--- config.mk ---
export PLATFORM = sky130hd
export DESIGN_NAME = axi4lite_regfile_slave
export DESIGN_NICKNAME = d
export VERILOG_FILES = /design/src/rtl/axi4lite_pkg.sv /design/src/rtl/axi4lite_wr_join.sv /design/src/rtl/axi4lite_regfile_slave.sv
export SDC_FILE = /design/constraint.sdc
export NUM_CORES = 1
export LEC_CHECK = 0
export ABC_AREA = 1
export CAP_MARGIN = 25
export CORE_AREA = 2 2 259 261
export DETAILED_ROUTE_END_ITERATION = 8
export DIE_AREA = 0 0 261 263
export PLACE_DENSITY = 0.73
export SLEW_MARGIN = 15
export SYNTH_ARGS = -nofsm -noshare
export SYNTH_HDL_FRONTEND = slang
export SYNTH_SLANG_ARGS = --single-unit
--- constraint.sdc ---
create_clock -name wb_clk_i -period 2.8 [get_ports wb_clk_i]
set_clock_uncertainty 0.05 [all_clocks]
set_input_delay 0.28 -clock wb_clk_i [delete_from_list [all_inputs] [get_ports wb_clk_i]]
set_output_delay 0.28 -clock wb_clk_i [all_outputs]
set_load 0.02 [all_outputs]
--- src/rtl/axi4lite_pkg.sv ---
// axi4lite_pkg: shared AXI4-Lite response codes and register-update helpers
package axi4lite_pkg;
    localparam logic [1:0] RESP_OKAY   = 2'b00;
    localparam logic [1:0] RESP_SLVERR = 2'b10;

    function automatic int clog2(input int v);
        int r = 0;
        while ((1 << r) < v) r++;
        return r;
    endfunction

    // Sized for the widest supported bus; callers zero-extend and truncate.
    function automatic logic [63:0] apply_wstrb(input logic [63:0] old, input logic [63:0] nw, input logic [7:0] strb);
        logic [63:0] res = old;
        for (int i = 0; i < 8; i++) if (strb[i]) res[i*8 +: 8] = nw[i*8 +: 8];
        return res;
    endfunction
endpackage

--- src/rtl/axi4lite_wr_join.sv ---
// axi4lite_wr_join: accepts AW and W in either order and emits a one-cycle commit with the joined beat
module axi4lite_wr_join #(
    parameter int AW = 32,
    parameter int DW = 32
) (
    input  logic            clk,
    input  logic            rst,
    input  logic [AW-1:0]   awaddr,
    input  logic            awvalid,
    output logic            awready,
    input  logic [DW-1:0]   wdata,
    input  logic [DW/8-1:0] wstrb,
    input  logic            wvalid,
    output logic            wready,
    input  logic            bvalid,
    output logic            commit,
    output logic [AW-1:0]   addr,
    output logic [DW-1:0]   data,
    output logic [DW/8-1:0] strb
);
    logic            aw_held, w_held, aw_hs, w_hs;
    logic [AW-1:0]   addr_q;
    logic [DW-1:0]   data_q;
    logic [DW/8-1:0] strb_q;

    always_comb begin
        awready = !aw_held && !bvalid && !rst;
        wready  = !w_held && !bvalid && !rst;
        aw_hs   = awvalid && awready;
        w_hs    = wvalid && wready;
        commit  = (aw_held || aw_hs) && (w_held || w_hs);
        addr    = aw_held ? addr_q : awaddr;
        data    = w_held ? data_q : wdata;
        strb    = w_held ? strb_q : wstrb;
    end

    always_ff @(posedge clk) begin
        if (rst) begin
            aw_held <= 1'b0;
            w_held  <= 1'b0;
            addr_q  <= '0;
            data_q  <= '0;
            strb_q  <= '0;
        end else if (commit) begin
            aw_held <= 1'b0;
            w_held  <= 1'b0;
        end else begin
            if (aw_hs) begin
                aw_held <= 1'b1;
                addr_q  <= awaddr;
            end
            if (w_hs) begin
                w_held <= 1'b1;
                data_q <= wdata;
                strb_q <= wstrb;
            end
        end
    end
endmodule

--- src/rtl/axi4lite_regfile_slave.sv ---
// axi4lite_regfile_slave: AXI4-Lite register bank with flat export, one outstanding read and write
module axi4lite_regfile_slave
    import axi4lite_pkg::*;
#(
    parameter int DW    = 32,
    parameter int AW    = 32,
    parameter int NREGS = 16
) (
    input  logic                wb_clk_i,
    input  logic                wb_rst_i,
    input  logic [AW-1:0]       s_axi_awaddr,
    input  logic [2:0]          s_axi_awprot,
    input  logic                s_axi_awvalid,
    output logic                s_axi_awready,
    input  logic [DW-1:0]       s_axi_wdata,
    input  logic [DW/8-1:0]     s_axi_wstrb,
    input  logic                s_axi_wvalid,
    output logic                s_axi_wready,
    output logic [1:0]          s_axi_bresp,
    output logic                s_axi_bvalid,
    input  logic                s_axi_bready,
    input  logic [AW-1:0]       s_axi_araddr,
    input  logic [2:0]          s_axi_arprot,
    input  logic                s_axi_arvalid,
    output logic                s_axi_arready,
    output logic [DW-1:0]       s_axi_rdata,
    output logic [1:0]          s_axi_rresp,
    output logic                s_axi_rvalid,
    input  logic                s_axi_rready,
    output logic [NREGS*DW-1:0] regs_o
);
    localparam int BW = clog2(DW/8);
    localparam int IW = clog2(NREGS);
    localparam logic [AW-1:0] LIMIT = AW'(NREGS*DW/8);

    logic [DW-1:0]   regs [NREGS];
    logic            commit, wr_ok, rd_ok, ar_hs, unused;
    logic [AW-1:0]   waddr;
    logic [DW-1:0]   wdata_j;
    logic [DW/8-1:0] wstrb_j;
    logic [IW-1:0]   widx, ridx;

    axi4lite_wr_join #(.AW(AW), .DW(DW)) u_join (
        .clk(wb_clk_i), .rst(wb_rst_i),
        .awaddr(s_axi_awaddr), .awvalid(s_axi_awvalid), .awready(s_axi_awready),
        .wdata(s_axi_wdata), .wstrb(s_axi_wstrb), .wvalid(s_axi_wvalid), .wready(s_axi_wready),
        .bvalid(s_axi_bvalid),
        .commit(commit), .addr(waddr), .data(wdata_j), .strb(wstrb_j)
    );

    assign unused = ^{s_axi_awprot, s_axi_arprot};

    always_comb begin
        wr_ok         = waddr < LIMIT;
        rd_ok         = s_axi_araddr < LIMIT;
        widx          = waddr[BW +: IW];
        ridx          = s_axi_araddr[BW +: IW];
        s_axi_arready = !s_axi_rvalid && !wb_rst_i;
        ar_hs         = s_axi_arvalid && s_axi_arready;
    end

    // Read data is sampled from the pre-edge array, so a same-edge write is not visible.
    always_ff @(posedge wb_clk_i) begin
        if (wb_rst_i) begin
            for (int i = 0; i < NREGS; i++) regs[i] <= '0;
            s_axi_bvalid <= 1'b0;
            s_axi_bresp  <= RESP_OKAY;
            s_axi_rvalid <= 1'b0;
            s_axi_rresp  <= RESP_OKAY;
            s_axi_rdata  <= '0;
        end else begin
            if (commit) begin
                s_axi_bvalid <= 1'b1;
                s_axi_bresp  <= wr_ok ? RESP_OKAY : RESP_SLVERR;
                if (wr_ok) regs[widx] <= DW'(apply_wstrb(64'(regs[widx]), 64'(wdata_j), 8'(wstrb_j)));
            end else if (s_axi_bready) begin
                s_axi_bvalid <= 1'b0;
            end
            if (ar_hs) begin
                s_axi_rvalid <= 1'b1;
                s_axi_rresp  <= rd_ok ? RESP_OKAY : RESP_SLVERR;
                s_axi_rdata  <= rd_ok ? regs[ridx] : '0;
            end else if (s_axi_rready) begin
                s_axi_rvalid <= 1'b0;
            end
        end
    end

    for (genvar k = 0; k < NREGS; k++) begin : g_out
        assign regs_o[k*DW +: DW] = regs[k];
    end
endmodule

==> impl_metrics.py <==
metrics = {
    "detailed_routing": {
        "drc": 0,
        "via_per_inst": 5.870,
        "vias": 26510,
        "drt_iter0_markers": 3330,
        "ant_nets": 0,
        "wire_per_inst_microns": 25.44,
        "dr.pass1.iters": 7,
        "wirelength_microns": 114900,
    },
    "yosys": {
        "yosysMostFrequentCell": "nand2_1",
        "ys_types": 33,
        "netlist_area_sq_um": 29560,
        "avgSynthCellArea_sq_um": 10.09,
        "synth_xor_area_share_pct": 0,
        "synth-simple-area-share_pct": 31.71,
        "ys.flop_type": "edfxtp_1",
        "yosys_register_bits": 616,
        "synth_top_family_by_area": "simple AND/OR/NAND/NOR gates",
        "yosys.area.top_type": "edfxtp_1",
        "synth_enable_flop_cells": 512,
        "yosys-top-cells-count": "653 x nand2_1, 547 x nand3_1, 512 x edfxtp_1, 276 x nor3_1, 242 x nor3_2",
        "ys_seq_area_share_pct": 59.05,
        "synth_compound_area_share_pct": 3.094,
        "synth_adder_area_share_pct": 0,
        "yosysTopAreaCellShare_pct": 52.01,
        "synth.mux.area_fraction_pct": 1.202,
        "synth_warnings": 0,
        "syn_inst": 2931,
        "synth_area_leaders": "edfxtp_1 52%, nand3_1 9.3%, nand2_1 8.3%, nor3_2 8.2%, dfxtp_1 7.0%",
        "async_reset_ff_share_pct": 0,
    },
    "sta": {
        "min_period_ns": 2.492,
        "drv_slew": 0,
        "fmax_mhz": 401.3,
        "finalSetupTns_ns": 0,
        "fin_crit_sh_pct": 89.00,
        "relSlewSlack_pct": 33.24,
        "layout_setup_ws_ns": 0.3081,
        "worstMarginPinSlew_ns": 1.001,
        "grt_setup_unrepaired": "false",
        "hold_viol_final": 0,
        "setup_viol": 0,
    },
    "grt": {
        "overflow": 0,
        "grtUsageTotal_pct": 32.42,
        "grt_max_degree": 104,
        "antenna_found_initial": 0,
        "grt_first_pass_wirelength_microns": 164300,
        "grt_pass1_vias": 24490,
    },
    "setup_path": {
        "critical_path_class": "register to register",
        "startpoint_type": "register",
        "slowest_stage": "nor2_1",
        "max_stage_delay_ns": 0.45,
        "worstPathArrival_ns": 2.75,
        "path_cells": "inv_2 > or2_0 > o21ai_2 > nor2_1 > nand2_2 > o21ai_0 > buf_4",
        "path_max_fanout": 15,
        "required_ns": 3.06,
        "end_kind": "register",
    },
    "clocking": {
        "cts_tree": "done",
        "post_cts_resize_count": 0,
        "cts_max_path_buffers": 3,
        "worstSkewPairLatency_ns": 0.61,
        "clkSinkCount": 616,
        "ctsHoldBuffers": 0,
        "root_buffer": "clkbuf_16",
        "cts_buffers": 69,
        "post_cts_buffers": 0,
        "htree_levels": 3,
        "clk_pin_slew_ns": 0.06,
    },
    "cells_and_area": {
        "insertedDiodeCount": 0,
        "nets": 3707,
        "design_area_sq_um": 40190,
        "area_growth_pct": 35.94,
        "drive_above_1_share_pct": 17.78,
    },
    "floorplanning": {
        "coreArea_sq_um": 65630,
        "fp.dieH_microns": 263,
        "die_area_sq_um": 68640,
        "initial_utilization_pct": 45.04,
        "die_x_microns": 261,
        "ios": 666,
        "rows": 94,
    },
    "placement": {
        "post_dp_cell_area_sq_um": 37940,
        "hpwl_microns": 84030,
        "dp_slack_ns": 0.1884,
        "place.gp.congestion": 0.9489,
        "portBuffers": 653,
    },
    "run_status": {
        "status": "complete, no violations",
    },
    "pwr": {
        "total_power_mw": 22.72,
        "pwr_density_cell_nw_per_um2": 565.3,
        "leakage_nw": 13.68,
        "ir_drop_mv": 0.4176,
    },
    "flow_run": {
        "maxCapViolCount": 0,
    },
    "worst_hold_path": {
        "hold_path_class": "primary input to register",
    },
}
-- per-stage QoR --
step / instances / utilization (%) / hold WS (ns)
finish: 4515 / 61.23 / 0.07203
global route: 4515 / 61.23 / 0.07475
CTS: 4515 / 61.23 / 0.04619
detailed placement: 4387 / 57.81 / 0.3963
global placement: 4387 / 57.81 / 0.3912
floorplan: 2932 / - / 0.3410
-- state kept, by name (all words and copies together), names as in the netlist --
signal / cells
regs: 512
s_axi_bresp: 1
s_axi_bvalid: 1
s_axi_rdata: 32
s_axi_rresp: 1
s_axi_rvalid: 1
u_join.addr_q: 30
u_join.aw_held: 1
u_join.data_q: 32
u_join.strb_q: 4
u_join.w_held: 1
-- worst paths after layout --
check / startpoint / end / slack (ns) / cells past startpoint
setup / recovery: u_join.aw_held / regs[15][0] / 0.31 / 7
hold reg to reg: u_join.data_q[7] / u_join.data_q[7] / 0.40 / 2
hold / removal: wb_rst_i / u_join.addr_q[19] / 0.07 / 3
setup reg to reg: u_join.aw_held / regs[15][0] / 0.31 / 7
-- worst max-delay path, delay by kind of cell (launching register included) --
kind / cells / cell delay (ns)
flip-flops: 1 / 0.32
AND/OR/NAND/NOR: 3 / 1.00
buffers and inverters: 2 / 0.35
AO/OA/AOI/OAI: 2 / 0.46
-- power breakdown --
part           internal, mW  switching (mW)  total (mW)
Sequential             10.2           0.258        10.5
Combinational          1.10            2.09        3.19
Clock                  5.29            3.77        9.06
Total                  16.6            6.11        22.7
-- final cells by class --
class / instances / area, sq um
Sequential cell: 616 / 17460
Timing Repair Buffer: 885 / 8507
Tap cell: 864 / 1081
Fill cell: 5386 / 25440
Clock buffer: 103 / 2012
Clock inverter: 25 / 232.7
Inverter: 23 / 96.34
Multi-Input combinational cell: 1999 / 10800
-- placed cells by master (no fill, tap or decap), drive strengths merged --
cell	Yosys	routed
o21ai	75	75
bufinv	0	3
nand3	547	547
clkinv	0	14
mux2i	31	31
and3	1	1
edfxtp	512	512
buf	108	236
clkbuf	186	104
mux2	4	4
a21oi	99	99
clkinvlp	0	1
o22ai	1	1
nand4	4	4
inv	23	30
conb	1	2
nand2	657	657
clkdlybuf4s50	0	648
nor3	518	518
o21bai	1	1
dfxtp	104	104
nor2	52	52
or2	7	7
-- routing by layer --
layer	wire, microns	GRT usage [%]
met1	43870	43.40
met2	52390	50.51
met3	13420	7.963
met4	5189	13.11
met5	0	0
-- cells by family (layout without fill, tap and decap cells) --
group	count (synthesis)	in the layout
other	1	2
flip-flops	616	616
AO/OA/AOI/OAI	176	176
AND/OR/NAND/NOR	1786	1786
buffers and inverters	317	1036
multiplexers	35	35
(Power assumes the default switching activity.)
